===== src/rtl/fetch_stage.sv =====
// Instruction-fetch stage and IF/ID pipeline register for the 16-bit core.
// Optional zero-bubble jump/call redirection in fetch: define FETCH_EARLY_JUMP_EN.
module fetch_stage #(
  parameter logic [15:0] RESET_PC  = 16'h0000,
  parameter logic [15:0] NOP_INSTR = 16'h0000,
  parameter logic [3:0]  JMP_OP    = 4'b0001,
  parameter logic [3:0]  CALL_OP   = 4'b0010
) (
  input  logic        CLK,
  input  logic        RST,
  output logic [15:0] imem_addr,
  input  logic [15:0] imem_data,
  input  logic        stall,
  input  logic        redirect,
  input  logic [15:0] redirect_pc,
  output logic        id_valid,
  output logic [15:0] id_instr,
  output logic [15:0] id_pc,
  output logic [15:0] id_pc_plus1,
  output logic        id_early_jump
);

  typedef enum logic [1:0] {
    BOOT  = 2'd0,
    RUN   = 2'd1,
    STALL = 2'd2
  } state_t;

`ifdef FETCH_EARLY_JUMP_EN
  localparam bit EARLY_EN = 1'b1;
`else
  localparam bit EARLY_EN = 1'b0;
`endif

  state_t      state_q, state_d;
  logic [15:0] pc_q, pc_d;
  logic        valid_q, valid_d;
  logic [15:0] instr_q, instr_d;
  logic [15:0] idpc_q, idpc_d;
  logic [15:0] idpc1_q, idpc1_d;
  logic        early_q, early_d;

  logic [15:0] pc_plus1;
  logic        is_jump_op;
  logic        take_jump;

  assign pc_plus1   = pc_q + 16'd1;
  assign is_jump_op = (imem_data[15:12] == JMP_OP) || (imem_data[15:12] == CALL_OP);
  // With the feature off this folds to zero and the opcode compare is pruned.
  assign take_jump  = EARLY_EN && is_jump_op;

  always_ff @(posedge CLK or posedge RST) begin
    if (RST) begin
      state_q <= BOOT;
    end else begin
      state_q <= state_d;
    end
  end

  always_comb begin
    state_d = state_q;
    pc_d    = pc_q;
    valid_d = valid_q;
    instr_d = instr_q;
    idpc_d  = idpc_q;
    idpc1_d = idpc1_q;
    early_d = early_q;
    case (state_q)
      BOOT: begin
        // imem settling cycle: bubble out, PC held, redirect ignored
        valid_d = 1'b0;
        instr_d = NOP_INSTR;
        early_d = 1'b0;
        state_d = RUN;
      end
      RUN, STALL: begin
        if (redirect) begin
          pc_d    = redirect_pc;
          valid_d = 1'b0;
          instr_d = NOP_INSTR;
          early_d = 1'b0;
          state_d = RUN;
        end else if (stall) begin
          state_d = STALL;
        end else begin
          valid_d = 1'b1;
          instr_d = imem_data;
          idpc_d  = pc_q;
          idpc1_d = pc_plus1;
          early_d = take_jump;
          pc_d    = take_jump ? {pc_q[15:9], imem_data[8:0]} : pc_plus1;
          state_d = RUN;
        end
      end
      default: begin
        state_d = BOOT;
      end
    endcase
  end

  always_ff @(posedge CLK or posedge RST) begin
    if (RST) begin
      pc_q    <= RESET_PC;
      valid_q <= 1'b0;
      instr_q <= NOP_INSTR;
      idpc_q  <= 16'h0000;
      idpc1_q <= 16'h0000;
      early_q <= 1'b0;
    end else begin
      pc_q    <= pc_d;
      valid_q <= valid_d;
      instr_q <= instr_d;
      idpc_q  <= idpc_d;
      idpc1_q <= idpc1_d;
      early_q <= early_d;
    end
  end

  assign imem_addr     = pc_q;
  assign id_valid      = valid_q;
  assign id_instr      = instr_q;
  assign id_pc         = idpc_q;
  assign id_pc_plus1   = idpc1_q;
  assign id_early_jump = early_q;

endmodule


===== config.mk =====
export PLATFORM = sky130hd
export DESIGN_NAME = fetch_stage
export DESIGN_NICKNAME = d
export VERILOG_FILES = /design/src/rtl/fetch_stage.sv
export SDC_FILE = /design/constraint.sdc
export NUM_CORES = 1
export LEC_CHECK = 0
export CAP_MARGIN = 20
export CORE_MARGIN = 1.5
export CORE_UTILIZATION = 30
export DETAILED_ROUTE_END_ITERATION = 10
export PLACE_DENSITY_LB_ADDON = 0.2
export SLEW_MARGIN = 20
export SYNTH_ARGS = -nofsm -noshare
export SYNTH_HDL_FRONTEND = slang
export SYNTH_SLANG_ARGS = --single-unit

===== constraint.sdc =====
create_clock -name CLK -period 4.7 [get_ports CLK]
set_input_delay 0.47 -clock CLK [delete_from_list [all_inputs] [get_ports CLK]]
set_output_delay 0.47 -clock CLK [all_outputs]
set_load 0.02 [all_outputs]

# Yosys cells after proc, flatten, opt, wreduce, memory -nomap -nowiden
# Index checks and enable logic that the tools add are counted.
# W data, S select, Z words.
totals:
  register_bits: 68
  input_bits: 36
  out_inout_bits: 66
  word_cells: 34
op_classes:
  addsub: 1
  n_eq_ne: 4
  mux: 14
  bitwise: 2
  n_reduce_logical: 6
op_table:
  columns: ["op", "n"]
  rows:
  - ["$mux W16", 4]
  - ["$pmux W16 S2", 1]
  - ["$add A16 B1 Y16 const B", 1]
  - ["$mux W1", 4]
  - ["$mux W2", 2]
  - ["$pmux W1 S2", 2]
  - ["$pmux W2 S2", 1]
  - ["$reduce_and A2 Y1", 2]
  - ["$ne A3 B3 Y1 const B", 1]
  - ["$reduce_and A3 Y1", 1]
  - ["$eq A2 B1 Y1 const B", 1]
  - ["$eq A2 B2 Y1 const B", 1]
  - ["$logic_not A2 Y1", 1]
  - ["$ne A2 B1 Y1 const B", 1]
  - ["$not A1 Y1", 2]
  - ["$reduce_bool A2 Y1", 1]
  - ["$reduce_or A2 Y1", 1]

# Longest topological paths before layout
logic_depth:
  depth_word: 4
  depth_mapped: 8
  mapped_depth_nobuf: 6

# Worst setup path after synthesis
# OpenSTA, ideal clock, no wires.
synth_path:
  path_type: "register -> register"
  from: "register state_q[0]"
  to: "register pc_q[12] (netlist: imem_addr[12])"
  setup_ns: 0.126
  t_arrival_ns: 1.567
  required_time_ns: 4.574
  setup_slack_ns: 3.007
  path_stages_with_launch: 8
  n_path_buf: 1
  synth_period_minus_slack_ns: 1.693
  cell_sequence: "dfrtp_1 inv_1 ha_1 or3b_1 buf_2 nor3_4 and3_1 nor3_1"
synth_between:
  elab_chain_cells: 3
  word_cells_on_any_way: 4
  classes_between: "2 x eq/ne; 2 x reduce/logical"
synth_lines:
  columns: ["item", "line_no", "rtl"]
  rows:
  - ["start, declared", "35", "state_t state_q, state_d;"]
  - ["start signal, assigned", "56", "state_q <= state_d;"]
  - ["$eq A2 B1 Y1 or $eq A2 B2 Y1 (tied branches)", "68", "case (state_q)"]
  - ["$reduce_or A2 Y1 *", "68", null]
  - ["$reduce_and A2 Y1 (no source line) *", null, null]
  - ["end signal, assigned", "110", "pc_q <= pc_d;"]
  - ["end, declared", "36", "logic [15:0] pc_q, pc_d;"]
# Mark *: on every way between the ends. The rest lies on a longest branch, timed or not.
# A chain may end at the register's enable or synchronous reset.

# Final worst setup path
# Ends and elaborated chain as after synthesis.

==> impl_metrics.sql <==
INSERT INTO impl_metrics (metric_group, metric, value, unit) VALUES
('outcome', 'run_status', 'complete, no violations', ''),
('yosys', 'synth_async_sr_flop_share', '100', '%'),
('cts', 'cts-root-buf', 'clkbuf_8', ''),
('global_routing', 'grt_max_degree', '36', ''),
('finish', 'post_route_cells_drive_above_1_share', '6.92', '%'),
('placed_design', 'placer_congestion_estimate', '0.831', ''),
('setup_path', 'crit_path_start_kind', 'flip-flop', ''),
('setup_path', 'path_class', 'reg2reg', ''),
('finish', 'areaGrowthSynthToFinish', '41.2', '%'),
('setup_path', 'cp_slowest_stage_delay', '0.79', 'ns'),
('timing', 'fin_setup_tns', '0', 'ns'),
('cts', 'clk_pin_slew', '0.07', 'ns'),
('timing', 'fin_worst_skew', '0.0105', 'ns'),
('global_routing', 'grt_first_pass_wirelength', '14300', 'µm'),
('timing', 'final.hold.worst_slack', '0.479', 'ns'),
('floorplanning', 'die_height', '105', 'µm'),
('cts', 'clock_buffer_count_from_cts', '9', ''),
('cts', 'clock-sinks', '67', ''),
('route', 'via_count', '2710', ''),
('setup_path', 'path_cells', 'inv_1, ha_1, or3b_1, nor3_4, and3_1, nor3_1', ''),
('power_and_ir_drop', 'p_leak', '0.00193', 'µW'),
('global_routing', 'grt_usage', '16.5', '%'),
('job', 'max_cap_viol', '0', ''),
('setup_path', 'cpMaxStageDelayCell', 'or3b_1', ''),
('cts', 'cts_tree', 'yes', ''),
('power_and_ir_drop', 'power_density', '698', 'nW/µm²'),
('placed_design', 'hpwl', '6100', 'µm'),
('floorplanning', 'initial_utilization', '30.5', '%'),
('timing', 'rsz0062_at_grt', 'no', ''),
('finish', 'antenna_cells', '0', ''),
('timing', 'post-route-period-util', '52.6', '%'),
('yosys', 'avgSynthCellArea', '9.67', 'µm²'),
('yosys', 'cells_after_synth', '323', ''),
('timing', 'report.final.hold_viol_count', '0', ''),
('yosys', 'synth_edf_count', '0', ''),
('worst_hold_path', 'worst_hold_path_type', 'reg2reg', ''),
('setup_path', 'timing.critical_path.required', '4.92', 'ns'),
('route', 'drc', '0', ''),
('global_routing', 'globalRoute.totalOverflow', '0', ''),
('timing', 'period_minus_slack', '2.47', 'ns'),
('floorplanning', 'rows', '37', ''),
('placed_design', 'io_buffer_count', '100', ''),
('yosys', 'synth_ff_type', 'dfrtp_1', ''),
('timing', 'finalSetupViolations', '0', ''),
('yosys', 'yosys_warnings', '0', ''),
('cts', 'cts-resized-gates', '0', ''),
('cts', 'clkLatencyLatePin', '0.35', 'ns'),
('timing', 'timing_worst_slew_pin_value', '0.933', 'ns'),
('cts', 'post-cts-setup-buffer-count', '0', ''),
('finish', 'finish.net_count', '453', ''),
('cts', 'clock_tree.buffer_depth', '2', ''),
('yosys', 'cell_area_after_technology_mapping', '3120', 'µm²'),
('finish', 'multi_input_area', '1280', 'µm²'),
('setup_path', 'critical_path.endpoint_type', 'flip-flop', ''),
('yosys', 'yosys_register_bits', '67', ''),
('setup_path', 'worst-endpoint-arrival', '2.70', 'ns'),
('setup_path', 'worstPathBufferInverterCount', '1', ''),
('cts', 'cts_max_level', '3', ''),
('timing', 'max_freq', '0.404', 'GHz'),
('power_and_ir_drop', 'largest_vdd_supply_drop', '0.246', 'mV'),
('floorplanning', 'floorplan.die_area', '11000', 'µm²'),
('floorplanning', 'num_io_pins', '102', ''),
('global_routing', 'grt_antenna_before_repair', '0', ''),
('route', 'detail_route.iter0.violations', '132', ''),
('finish', 'final-seq-area', '1680', 'µm²'),
('timing', 'worst_slew_margin_rel', '37.8', '%'),
('global_routing', 'vias_in_the_first_global_route', '2736', ''),
('setup_path', 'worst_path_dominant_cell_family', 'simple AND/OR/NAND/NOR gates', ''),
('cts', 'cts_hold_buffers', '0', ''),
('floorplanning', 'die-width', '105', 'µm'),
('timing', 'final_max_slew_viol_count', '0', ''),
('route', 'routed_via_density', '4.88', ''),
('route', 'post_drt_wl_per_cell', '15.5', 'µm'),
('yosys', 'synth_seq_area_share', '53.7', '%'),
('finish', 'num-fill-cells', '1001', ''),
('route', 'drt-total-wl', '8610', 'µm'),
('route', 'postRouteAntennaNets', '0', ''),
('setup_path', 'crit_fanout', '25', ''),
('route', 'firstDrtPassIters', '4', ''),
('yosys', 'synthDistinctLibCells', '46', ''),
('yosys', 'synthesized_nets', '362', ''),
('floorplanning', 'coreArea', '10200', 'µm²');
[cells by family (layout without fill, tap and decap cells)]
| kind of cell | Yosys count | after routing | synth area share, % |
|---|---|---|---|
| xor gates and xnor gates | 10 | 10 | 2.80 |
| buffers and inverters | 34 | 130 | 5.41 |
| muxes | 1 | 1 | 0.320 |
| adders and majority gates | 3 | 3 | 1.20 |
| DFF | 67 | 67 | 53.7 |
| and+or+nand+nor | 135 | 135 | 20.9 |
| AOI/OAI and AO/OA | 72 | 72 | 15.6 |
| other | 1 | 1 | 0.120 |
[cells in the final DEF, fill, tap and decap left out, types with 2 or more instances in the layout]
cell             netlist  layout
a211oi_1               2       2
a21o_1                 4       4
a21oi_1                9       9
a22o_1                13      13
a22oi_1                2       2
a311oi_1               5       5
and3_1                 4       4
and4_1                 5       5
buf_4                  2       5
bufinv_16              0       2
clkbuf_1              11       2
clkbuf_8               0       9
clkdlybuf4s50_1        0     100
clkinv_2               0       2
dfrtp_1               67      67
ha_1                   3       3
inv_1                  9       8
nand2_1               77      77
nand3_1               12      12
nand4_1                3       3
nor2_1                15      15
nor3_1                 5       5
nor4_1                 4       4
o211ai_1               3       3
o21ai_0               22      22
o21ai_1                2       2
o22ai_1                2       2
o311ai_0               2       2
xnor2_1                7       7
xor2_1                 3       3
[cell usage after synthesis (2+ instances only)]
cell,number,area (µm²)
nor2_1,15,56.3
a21o_1,4,30.0
and4_1,5,43.8
a22o_1,13,114
nor4_1,4,25.0
a311oi_1,5,43.8
nand4_1,3,18.8
xor2_1,3,26.3
inv_1,9,33.8
o22ai_1,2,12.5
o21ai_1,2,10.0
o311ai_0,2,17.5
buf_6,3,33.8
buf_2,9,45.0
o21ai_0,22,110
nand3_1,12,60.1
o211ai_1,3,22.5
buf_4,2,15.0
and3_1,4,25.0
dfrtp_1,67,1680
clkbuf_1,11,41.3
a211oi_1,2,15.0
xnor2_1,7,61.3
nand2_1,77,289
nor3_1,5,25.0
a21oi_1,9,45.0
ha_1,3,37.5
a22oi_1,2,15.0
[final timing paths]
| kind | from | end | slack, ns | cells past startpoint |
|---|---|---|---|---|
| worst max-delay path | state_q[0]$_DFF_PP0_ | imem_addr[12]$_DFFE_PP0P_ | 2.23 | 6 |
| worst min-delay path | id_pc[10]$_DFFE_PP0P_ | id_pc[10]$_DFFE_PP0P_ | 0.48 | 2 |
| worst max register to register | state_q[0]$_DFF_PP0_ | imem_addr[12]$_DFFE_PP0P_ | 2.23 | 6 |
| worst min register to register | id_pc[10]$_DFFE_PP0P_ | id_pc[10]$_DFFE_PP0P_ | 0.48 | 2 |
| max in group asynchronous | RST | id_pc[14]$_DFFE_PP0P_ | 3.22 | 3 |
| min in group asynchronous | RST | id_pc[5]$_DFFE_PP0P_ | 0.56 | 2 |
[per-layer routing]
metal	GRT usage [%]	wire, µm	part of all wire, %	up-vias
met5	0	0	0	-
met4	5.77	101	1.2	0
met3	5.12	693	8.0	9
met2	25.8	4030	47	95
met1	21.7	3790	44	1301
li1	-	-	-	1305
[sequential cells by signal (all words and copies together) (netlist names)]
register,count
imem_addr,16
id_valid,1
id_pc_plus1,16
id_pc,16
state_q,2
id_instr,16
[where the power goes]
group	total, µW	switching [µW]	internal (µW)
logic	1460	786	678
clock network	519	222	297
registers	1100	271	828
[cell type report]
type,count,area share [%]
Sequential cell,67,38.0
Multi-Input combinational cell,222,29.1
Clock buffer,11,2.98
Timing Repair Buffer,105,23.5
Inverter,9,0.766
Clock inverter,5,1.76
Tap cell,136,3.86
[worst register-to-register path, stage by stage (launching register included)]
cell and delay, ns:
dfrtp_1 0.35, inv_1 0.05, ha_1 0.56, or3b_1 0.79, nor3_4 0.37, and3_1 0.18, nor3_1 0.05
[stage by stage]
step | setup slack [ns] | utilization (%) | instances | area, µm² | total power [µW]
floorplan | 2.55 | - | 323 | 3120 | 1900
global route | 2.02 | 43.1 | 555 | 4410 | 3300
CTS | 2.22 | 43.1 | 555 | 4410 | 3110
global placement | 2.04 | 41.1 | 539 | 4200 | 2560
detailed placement | 2.02 | 41.1 | 539 | 4200 | 2590
finish | 2.23 | 43.1 | 555 | 4410 | 3080
No activity file was read; power rests on OpenSTA's default activity.
